### config.mk
export PLATFORM = sky130hd
export DESIGN_NAME = breathing_pwm_multi
export DESIGN_NICKNAME = d
export VERILOG_FILES = /design/src/rtl/breathing_pwm_pkg.sv /design/src/rtl/breathing_ramp.sv /design/src/rtl/breathing_pwm_multi.sv
export SDC_FILE = /design/constraint.sdc
export NUM_CORES = 1
export LEC_CHECK = 0
export ABC_AREA = 0
export BUFFER_PORTS_ARGS = -buffer_cell sky130_fd_sc_hd__buf_2
export CAP_MARGIN = 20
export CORE_MARGIN = 2
export CORE_UTILIZATION = 25
export CTS_BUF_LIST = sky130_fd_sc_hd__clkbuf_8
export CTS_CLUSTER_DIAMETER = 200
export DETAILED_ROUTE_END_ITERATION = 10
export PLACE_DENSITY = 0.45
export RECOVER_POWER = 50
export SKIP_CTS_REPAIR_TIMING = 1
export SYNTH_ARGS = -nofsm -noshare
export SYNTH_HDL_FRONTEND = slang
export SYNTH_SLANG_ARGS = --single-unit
### constraint.sdc
create_clock -name clk -period 7.3 [get_ports clk]
set_clock_uncertainty 0.05 [all_clocks]
set_input_delay 1.825 -clock clk [delete_from_list [all_inputs] [get_ports clk]]
set_output_delay 1.825 -clock clk [all_outputs]
set_load 0.01 [all_outputs]
### src/rtl/breathing_pwm_pkg.sv
// Shared types and helpers for the multi-channel breathing PWM block.
// Mode encoding matches the 2-bit mode input.
package breathing_pwm_pkg;

    typedef enum logic [1:0] {
        MODE_TRI  = 2'd0,
        MODE_SAW  = 2'd1,
        MODE_HOLD = 2'd2,
        MODE_OFF  = 2'd3
    } mode_e;

    function automatic int max_duty(input int width);
        return (1 << width) - 1;
    endfunction

    // Reset duty of channel i: channels are spread evenly over the duty range.
    function automatic int phase_init(input int i, input int ch, input int width);
        return i * (max_duty(width) / ch);
    endfunction

endpackage

### src/rtl/breathing_ramp.sv
// Per-channel duty ramp: triangle, sawtooth, hold or off.
// Duty only moves on PWM period boundaries so a period is never split.
module breathing_ramp
    import breathing_pwm_pkg::*;
#(
    parameter int DUTY_W = 7
) (
    input  logic              clk,
    input  logic              rst,
    input  logic              tick_i,
    input  logic              period_end_i,
    input  logic [1:0]        mode_i,
    input  logic [DUTY_W-1:0] hold_duty_i,
    input  logic [DUTY_W-1:0] init_i,
    output logic [DUTY_W-1:0] duty_o
);

    localparam logic [DUTY_W-1:0] MAX = DUTY_W'(max_duty(DUTY_W));
    localparam logic [DUTY_W-1:0] ONE = DUTY_W'(1);

    logic [DUTY_W-1:0] duty_q, duty_d;
    logic              up_q, up_d;
    mode_e             mode;

    assign mode = mode_e'(mode_i);

    always_comb begin
        duty_d = duty_q;
        up_d   = up_q;
        if (period_end_i) begin
            case (mode)
                MODE_HOLD: duty_d = hold_duty_i;
                MODE_TRI: begin
                    if (tick_i) begin
                        if (up_q) begin
                            if (duty_q == MAX) begin
                                up_d   = 1'b0;
                                duty_d = MAX - ONE;
                            end else begin
                                duty_d = duty_q + ONE;
                            end
                        end else begin
                            if (duty_q == '0) begin
                                up_d   = 1'b1;
                                duty_d = ONE;
                            end else begin
                                duty_d = duty_q - ONE;
                            end
                        end
                    end
                end
                MODE_SAW: begin
                    if (tick_i) begin
                        duty_d = (duty_q == MAX) ? '0 : duty_q + ONE;
                    end
                end
                default: ;
            endcase
        end
    end

    always_ff @(posedge clk) begin
        if (rst) begin
            duty_q <= init_i;
            up_q   <= 1'b1;
        end else begin
            duty_q <= duty_d;
            up_q   <= up_d;
        end
    end

    assign duty_o = duty_q;

endmodule

### src/rtl/breathing_pwm_multi.sv
// Multi-channel breathing-LED PWM: shared period counter and prescaler,
// one ramp and one registered comparator per channel.
module breathing_pwm_multi
    import breathing_pwm_pkg::*;
#(
    parameter int CHANNELS = 4,
    parameter int DUTY_W   = 7,
    parameter int PRESC_W  = 8
) (
    input  logic                       clk,
    input  logic                       rst,
    input  logic                       en,
    input  logic [1:0]                 mode,
    input  logic [PRESC_W-1:0]         presc,
    input  logic [DUTY_W-1:0]          hold_duty,
    output logic [CHANNELS-1:0]        pwm,
    output logic [CHANNELS*DUTY_W-1:0] duty,
    output logic                       period_end
);

    localparam logic [DUTY_W-1:0] MAX    = DUTY_W'(max_duty(DUTY_W));
    localparam logic [DUTY_W-1:0] ONE    = DUTY_W'(1);
    localparam logic [DUTY_W-1:0] LAST   = MAX - ONE;

    logic [DUTY_W-1:0]   cnt_q, cnt_d;
    logic [PRESC_W-1:0]  presc_cnt_q, presc_cnt_d;
    logic [CHANNELS-1:0] pwm_q, pwm_d;
    logic [DUTY_W-1:0]   duty_w [CHANNELS];
    logic                tick;
    logic                drive_on;

    assign period_end = en && (cnt_q == LAST);
    // Comparing with >= lets a lowered presc take effect at the very next period end.
    assign tick       = period_end && (presc_cnt_q >= presc);
    assign drive_on   = en && (mode_e'(mode) != MODE_OFF);

    always_comb begin
        cnt_d       = cnt_q;
        presc_cnt_d = presc_cnt_q;
        if (en) begin
            cnt_d = (cnt_q == LAST) ? '0 : cnt_q + ONE;
        end
        if (period_end) begin
            presc_cnt_d = tick ? '0 : presc_cnt_q + PRESC_W'(1);
        end
    end

    always_comb begin
        pwm_d = '0;
        for (int i = 0; i < CHANNELS; i++) begin
            pwm_d[i] = drive_on && (cnt_q < duty_w[i]);
        end
    end

    always_ff @(posedge clk) begin
        if (rst) begin
            cnt_q       <= '0;
            presc_cnt_q <= '0;
            pwm_q       <= '0;
        end else begin
            cnt_q       <= cnt_d;
            presc_cnt_q <= presc_cnt_d;
            pwm_q       <= pwm_d;
        end
    end

    for (genvar g = 0; g < CHANNELS; g++) begin : g_ch
        breathing_ramp #(
            .DUTY_W(DUTY_W)
        ) u_ramp (
            .clk          (clk),
            .rst          (rst),
            .tick_i       (tick),
            .period_end_i (period_end),
            .mode_i       (mode),
            .hold_duty_i  (hold_duty),
            .init_i       (DUTY_W'(phase_init(g, CHANNELS, DUTY_W))),
            .duty_o       (duty_w[g])
        );
        assign duty[g*DUTY_W +: DUTY_W] = duty_w[g];
    end

    assign pwm = pwm_q;

endmodule
==> results of run 1 <==
worst register-to-register path, cell delays in order, from the launching register on:
cell	delay, ns
dfxtp_1	0.57
ha_1	0.23
nand3_1	0.07
or2_1	0.41
nor3_2	0.39
a21o_1	0.80
o2111ai_1	0.20
nor3b_1	0.19
power by group through the flow:
stage                     Sequential [mW]  Combinational, mW  Clock, mW
after global placement              0.290             0.0544          0
after CTS                           0.284             0.0561      0.231
final                               0.284             0.0558      0.224
after floorplan                     0.289             0.0330          0
after global routing                0.284             0.0615      0.241
after detailed placement            0.290             0.0557          0
layout by cell type, fill, tap and decap left out, types with 10 or more instances in the layout:
cell type,instances
xor2_1,10
nor2_1,59
nor3_1,23
clkbuf_1,32
dfxtp_1,51
nand2_1,32
nand3_1,28
a31oi_1,21
a211oi_1,18
xnor2_1,25
a21oi_1,32
buf_2,20
o21ai_0,26
ha_1,47
inv_1,39
state kept, by name, summed over array words and instances (netlist names):
signal	flops
presc_cnt_q	8
g_ch.u_ramp.up_q	4
g_ch.u_ramp.duty_o	28
cnt_q	7
pwm	4
kinds of logic (layout without fill, tap and decap cells):
logic type / Yosys count / in the layout / synth area share (%)
flip-flops: 51 / 51 / 23.0
buffers and inverters: 74 / 103 / 6.56
AND/OR/NAND/NOR: 200 / 200 / 22.8
AO/OA/AOI/OAI: 173 / 173 / 26.9
XOR/XNOR: 35 / 35 / 6.90
adder cells (fa/ha/maj): 47 / 47 / 13.2
multiplexers: 3 / 3 / 0.676
final cells by class:
type                    count  area [µm²]
clock inverters             2        35.0
fillers                  1889       12400
flip-flops and latches     51        1020
clock buffers               6        82.6
inverters                  42         158
repair buffers             53         228
well taps                 225         282
multi-input cells         458        3130
worst max path at each step:
stage,startpoint,end,slack (ns),cells past startpoint
after floorplan,en,period_end,2.86,5
after global placement,en,period_end,2.59,5
after detailed placement,en,period_end,2.58,5
after CTS,en,period_end,2.59,5
after global routing,en,period_end,2.52,5
final,en,period_end,2.59,5
routing by layer:
metal | track usage, % | vias up | wire, µm
li1 | - | 2215 | -
met1 | 20.8 | 2135 | 6970
met2 | 26.2 | 143 | 6780
met3 | 3.31 | 21 | 840
met4 | 5.21 | 0 | 384
met5 | 0 | - | 0
through the flow:
stage | instance area (µm²) | util, % | setup WS (ns)
after global placement | 4860 | 28.0 | 2.59
after floorplan | 4440 | - | 2.86
final | 4940 | 28.4 | 2.59
after CTS | 4980 | 28.7 | 2.59
after detailed placement | 4860 | 28.0 | 2.58
after global routing | 4940 | 28.4 | 2.52
==> flow_metrics.py, run 1 <==
metrics = {
    "min_path": {
        "whs_path_depth": 2,
        "min_to": "presc_cnt_q[1]",
        "hold_class": "reg2reg",
        "hp-start": "presc_cnt_q[1]",
    },
    "drt": {
        "drt_iter0_drc": 384,
        "viasPerCell": 5.39,
        "wirelength_um": 15000,
        "drtPass1Iterations": 5,
        "wl_per_cell_um": 17.9,
        "ant_nets": 0,
        "vias": 4514,
        "route.detailed.drc": 0,
    },
    "global_route": {
        "grt_max_degree": 46,
        "grt_first_pass_wirelength_um": 23200,
        "antenna_found_initial": 0,
        "grt_overflow_total": 0,
        "grt_usage_pct": 15.9,
        "grt_pass1_vias": 4186,
    },
    "power_and_ir_drop": {
        "switching_share_pct": 27.2,
        "power_leakage_nw": 1.96,
        "p_clk_share_pct": 39.8,
        "power.share.sequential_pct": 50.3,
        "ir_drop_uv": 59.0,
        "switching_power_uw": 153,
        "internal_power_uw": 410,
        "power_uw": 564,
        "p_comb_share_pct": 9.9,
        "p_per_area_nw_per_um2": 114,
    },
    "sta": {
        "tns_ns": 0,
        "rsz0062_at_grt": "no",
        "slew_headroom_pct": -45.0,
        "finalCriticalPeriod_ns": 4.71,
        "whs_ns": 0.468,
        "drv_slew": 46,
        "fmax_mhz": 212,
        "setup_viol": 0,
        "tightestPinTransition_ns": 2.17,
        "hold_viol": 0,
        "fin_crit_sh_pct": 64.5,
    },
    "status": {
        "status": "complete, but fails checks",
        "violations": "max-capacitance violations, max-slew violations",
    },
    "synth": {
        "async_reset_ff_share_pct": 0,
        "synthTopCellsByCount": "nor2_1 (59), dfxtp_1 (51), ha_1 (47), inv_1 (39)",
        "synth_edf_count": 0,
        "synth_ff_type": "dfxtp_1",
        "postSynthAreaPerCell_um2": 7.62,
        "synth_top_area_share_pct": 23.0,
        "synth_warnings": 0,
        "synth_cells": 583,
        "synth_cell_types": 68,
        "syn_area_um2": 4440,
        "yosys-top-cells-area": "dfxtp_1 (23%), ha_1 (13%), nor2_1 (5.0%)",
        "yosysTopAreaCell": "dfxtp_1",
        "ys_ff_latch": 51,
        "yosys.cell_count.top_type": "nor2_1",
        "synth_fp_nets": 650,
        "yosysSeqAreaShare_pct": 23.0,
    },
    "die": {
        "start_util_pct": 25.6,
        "coreArea_um2": 17400,
        "dieWidth_um": 137,
        "die_area_um2": 18900,
        "pin_count": 53,
        "die_h_um": 137,
        "num_rows": 48,
    },
    "cts": {
        "htree_levels": 2,
        "cts_buffer_depth": 2,
        "cts-root-buf": "clkbuf_8",
        "clock-sinks": 51,
        "cts_made_buffers": 5,
        "cts_tree": "built",
        "clk_latency_ns": 0.34,
        "clk_pin_slew_ns": 0.10,
    },
    "place": {
        "place_inst": 829,
        "dp_hpwl_um": 10700,
        "gp_congestion": 0.848,
        "portBuffers": 52,
    },
    "worst_setup_path": {
        "slowest_stage": "or2_1",
        "regToRegEndpoint": "g_ch[0].u_ramp.duty_o[2]",
        "crit_chain": "buf_2, nand3_1, or2_1, inv_2, buf_2",
        "r2r_start": "cnt_q[1]",
        "path_class": "in2out",
        "crit_top_cell": "buf_2",
        "arrival_ns": 2.83,
        "crit_buf_inv": 3,
        "worstPathMaxFanout": 11,
        "crit_path_end_kind": "output port",
        "rrSetupSlack_ns": 4.21,
        "rr_worst_depth": 7,
        "required_ns": 5.43,
        "crit_path_max_incr_delay_ns": 0.41,
        "startpoint_type": "primary input",
        "path_delay_family": "buffers and inverters",
    },
    "job": {
        "cap_viol_max_count": 1,
    },
    "layout": {
        "area_growth_pct": 11.1,
        "final_cells": 837,
        "nets": 678,
        "antennaDiodeCount": 0,
        "drive_gt1_share_pct": 6.37,
    },
}
(Power assumes the default switching activity.)
==> run 2: changes to the inputs <==
Settings changed: ABC_AREA 0 to 1, PLACE_DENSITY 0.45 to 0.46.
Clock period 7.3 ns to 4.1 ns, I/O delays scaled along.
==> run 2 against run 1 <==
The flow now finishes without violations. Wire length down 2.7%. Design area increased by 1.7%. Cell count increased by 18%. Register-to-register slack got worse by 2.5 ns. First-iteration DRC count fell by 29%. Combinational power up 78%. Sequential share of layout area is 0.36 points lower. Critical path depth unchanged. Non-clock buffer count rose by 2. Sequential power grew 78%. Largest cell class unchanged.
==> flow_metrics.py, run 2 <==
metrics = {
    "synth": {
        "postSynthAreaPerCell_um2": 6.25,
        "synth_top_area_share_pct": 22.7,
        "synth_warnings": 0,
        "yosys-top-cells-area": "dfxtp_1 (23%), nand2_1 (14%), nand3_1 (14%)",
        "synth_cells": 719,
        "synthTopCellsByCount": "nand2_1 (172), nand3_1 (123), nor2_1 (90), inv_1 (75), dfxtp_1 (51)",
        "yosysTopAreaCell": "dfxtp_1",
        "async_reset_ff_share_pct": 0,
        "syn_area_um2": 4490,
        "synth_cell_types": 38,
        "yosys.cell_count.top_type": "nand2_1",
        "yosysSeqAreaShare_pct": 22.7,
        "synth_fp_nets": 786,
        "synth_ff_type": "dfxtp_1",
        "synth_edf_count": 0,
        "ys_ff_latch": 51,
    },
    "worst_setup_path": {
        "startpoint_type": "primary input",
        "worstPathMaxFanout": 7,
        "slowest_stage": "and3_1",
        "rr_worst_depth": 8,
        "arrival_ns": 1.83,
        "path_class": "in2out",
        "crit_path_max_incr_delay_ns": 0.20,
        "crit_top_cell": "buf_2",
        "rrSetupSlack_ns": 1.71,
        "crit_chain": "buf_2, and3_1, nand2_1, clkinv_2, buf_2",
        "required_ns": 3.02,
        "crit_path_end_kind": "output port",
    },
    "drt": {
        "route.detailed.drc": 0,
        "wl_per_cell_um": 14.7,
        "vias": 4694,
        "drtPass1Iterations": 4,
        "drt_iter0_drc": 271,
        "viasPerCell": 4.74,
        "wirelength_um": 14600,
        "ant_nets": 0,
    },
    "global_route": {
        "grt_usage_pct": 15.5,
        "grt_first_pass_wirelength_um": 23900,
        "grt_pass1_vias": 4475,
        "antenna_found_initial": 0,
        "grt_overflow_total": 0,
        "grt_max_degree": 36,
    },
    "cts": {
        "clock-sinks": 51,
        "htree_levels": 2,
        "cts_made_buffers": 5,
        "clk_latency_ns": 0.35,
        "cts_buffer_depth": 2,
        "clk_pin_slew_ns": 0.09,
        "cts_tree": "built",
        "cts-root-buf": "clkbuf_8",
    },
    "layout": {
        "fill_cells": 2067,
        "area_growth_pct": 11.8,
        "antennaDiodeCount": 0,
        "layout_common_cells": "nand2_1 (174), nand3_1 (123), nor2_1 (90)",
        "largest_register_ffs": 28,
        "final_common_cell": "nand2_1",
        "drive_gt1_share_pct": 6.56,
        "nets": 828,
    },
    "die": {
        "die_h_um": 138,
        "num_rows": 49,
        "die_area_um2": 19100,
        "coreArea_um2": 17800,
        "start_util_pct": 25.3,
        "dieWidth_um": 138,
        "pin_count": 53,
    },
    "status": {
        "status": "completed",
    },
    "sta": {
        "drv_slew": 0,
        "finalCriticalPeriod_ns": 2.90,
        "setup_ws_ns": 1.20,
        "fmax_mhz": 345,
        "slew_headroom_pct": 32.2,
        "tightestPinTransition_ns": 1.01,
        "rsz0062_at_grt": "no",
        "tns_ns": 0,
        "whs_ns": 0.456,
        "hold_viol": 0,
        "fin_crit_sh_pct": 70.8,
        "setup_viol": 0,
    },
    "place": {
        "dp_hpwl_um": 10500,
        "gp_congestion": 0.821,
        "portBuffers": 52,
        "dp_worst_setup_slack_ns": 1.25,
    },
    "power_and_ir_drop": {
        "p_per_area_nw_per_um2": 193,
        "ir_drop_uv": 107,
        "power_leakage_nw": 2.57,
    },
    "job": {
        "cap_viol_max_count": 0,
    },
    "min_path": {
        "whs_path_depth": 2,
        "hold_class": "reg2reg",
    },
}
==> run 2: changes by cell type after synthesis, moves of 16 or more <==
cell      previous run  this run
xnor2_1             25         5
a31oi_1             21         0
nand3_1             28       123
nor2_1              59        90
nand2_1             32       172
a211oi_1            18         2
inv_1               39        75
==> run 2: layout make-up <==
type	instances	area (µm²)	share of cell area, %
multi-input cells	569	3070	61.1
clock buffers	7	96.3	1.92
clock inverters	1	7.51	0.149
repair buffers	55	244	4.86
inverters	79	298	5.93
well taps	229	287	5.71
flip-flops and latches	51	1020	20.3
==> run 2: logic make-up (layout without fill, tap and decap cells) <==
family	Yosys count	after routing	share of synthesized area, %
compound gates	78	78	10.2
flops	51	51	22.7
buf+inv	99	142	8.86
simple gates	425	425	41.4
xor+xnor	19	19	3.70
fa+ha+maj	47	47	13.1
==> run 2: report_power, final <==
group / switching [mW] / internal, mW / leakage (nW)
clock network: 0.208 / 0.154 / 0.0505
logic: 0.0674 / 0.0322 / 2.10
registers: 0.00677 / 0.499 / 0.413
==> run 2: worst paths after layout <==
path / start / end
max reg2reg: cnt_q[5] / g_ch[0].u_ramp.duty_o[2]
min: presc_cnt_q[0] / presc_cnt_q[0]
max: en / period_end
min reg2reg: presc_cnt_q[0] / presc_cnt_q[0]
==> run 2: critical path, delay by kind of cell <==
| kind | cells | cell delay, ns |
|---|---|---|
| buffers and inverters | 3 | 0.40 |
| and+or+nand+nor | 2 | 0.40 |
==> run 2: metal layers <==
layer	track usage (%)	wire length, µm	vias up	part of all wire, %
met5	0	0	-	0
met1	21.8	7070	2095	49
met4	4.30	218	0	1.5
met3	2.04	706	12	4.8
met2	25.2	6560	118	45
li1	-	-	2469	-
==> run 2: through the flow <==
step	total power [mW]	cells	util, %	instance area, µm²
floorplan	0.574	719	-	4490
global route	1.01	991	28.2	5020
global placement	0.619	983	27.9	4960
CTS	0.985	991	28.5	5070
detailed placement	0.619	983	27.9	4960
finish	0.968	991	28.2	5020
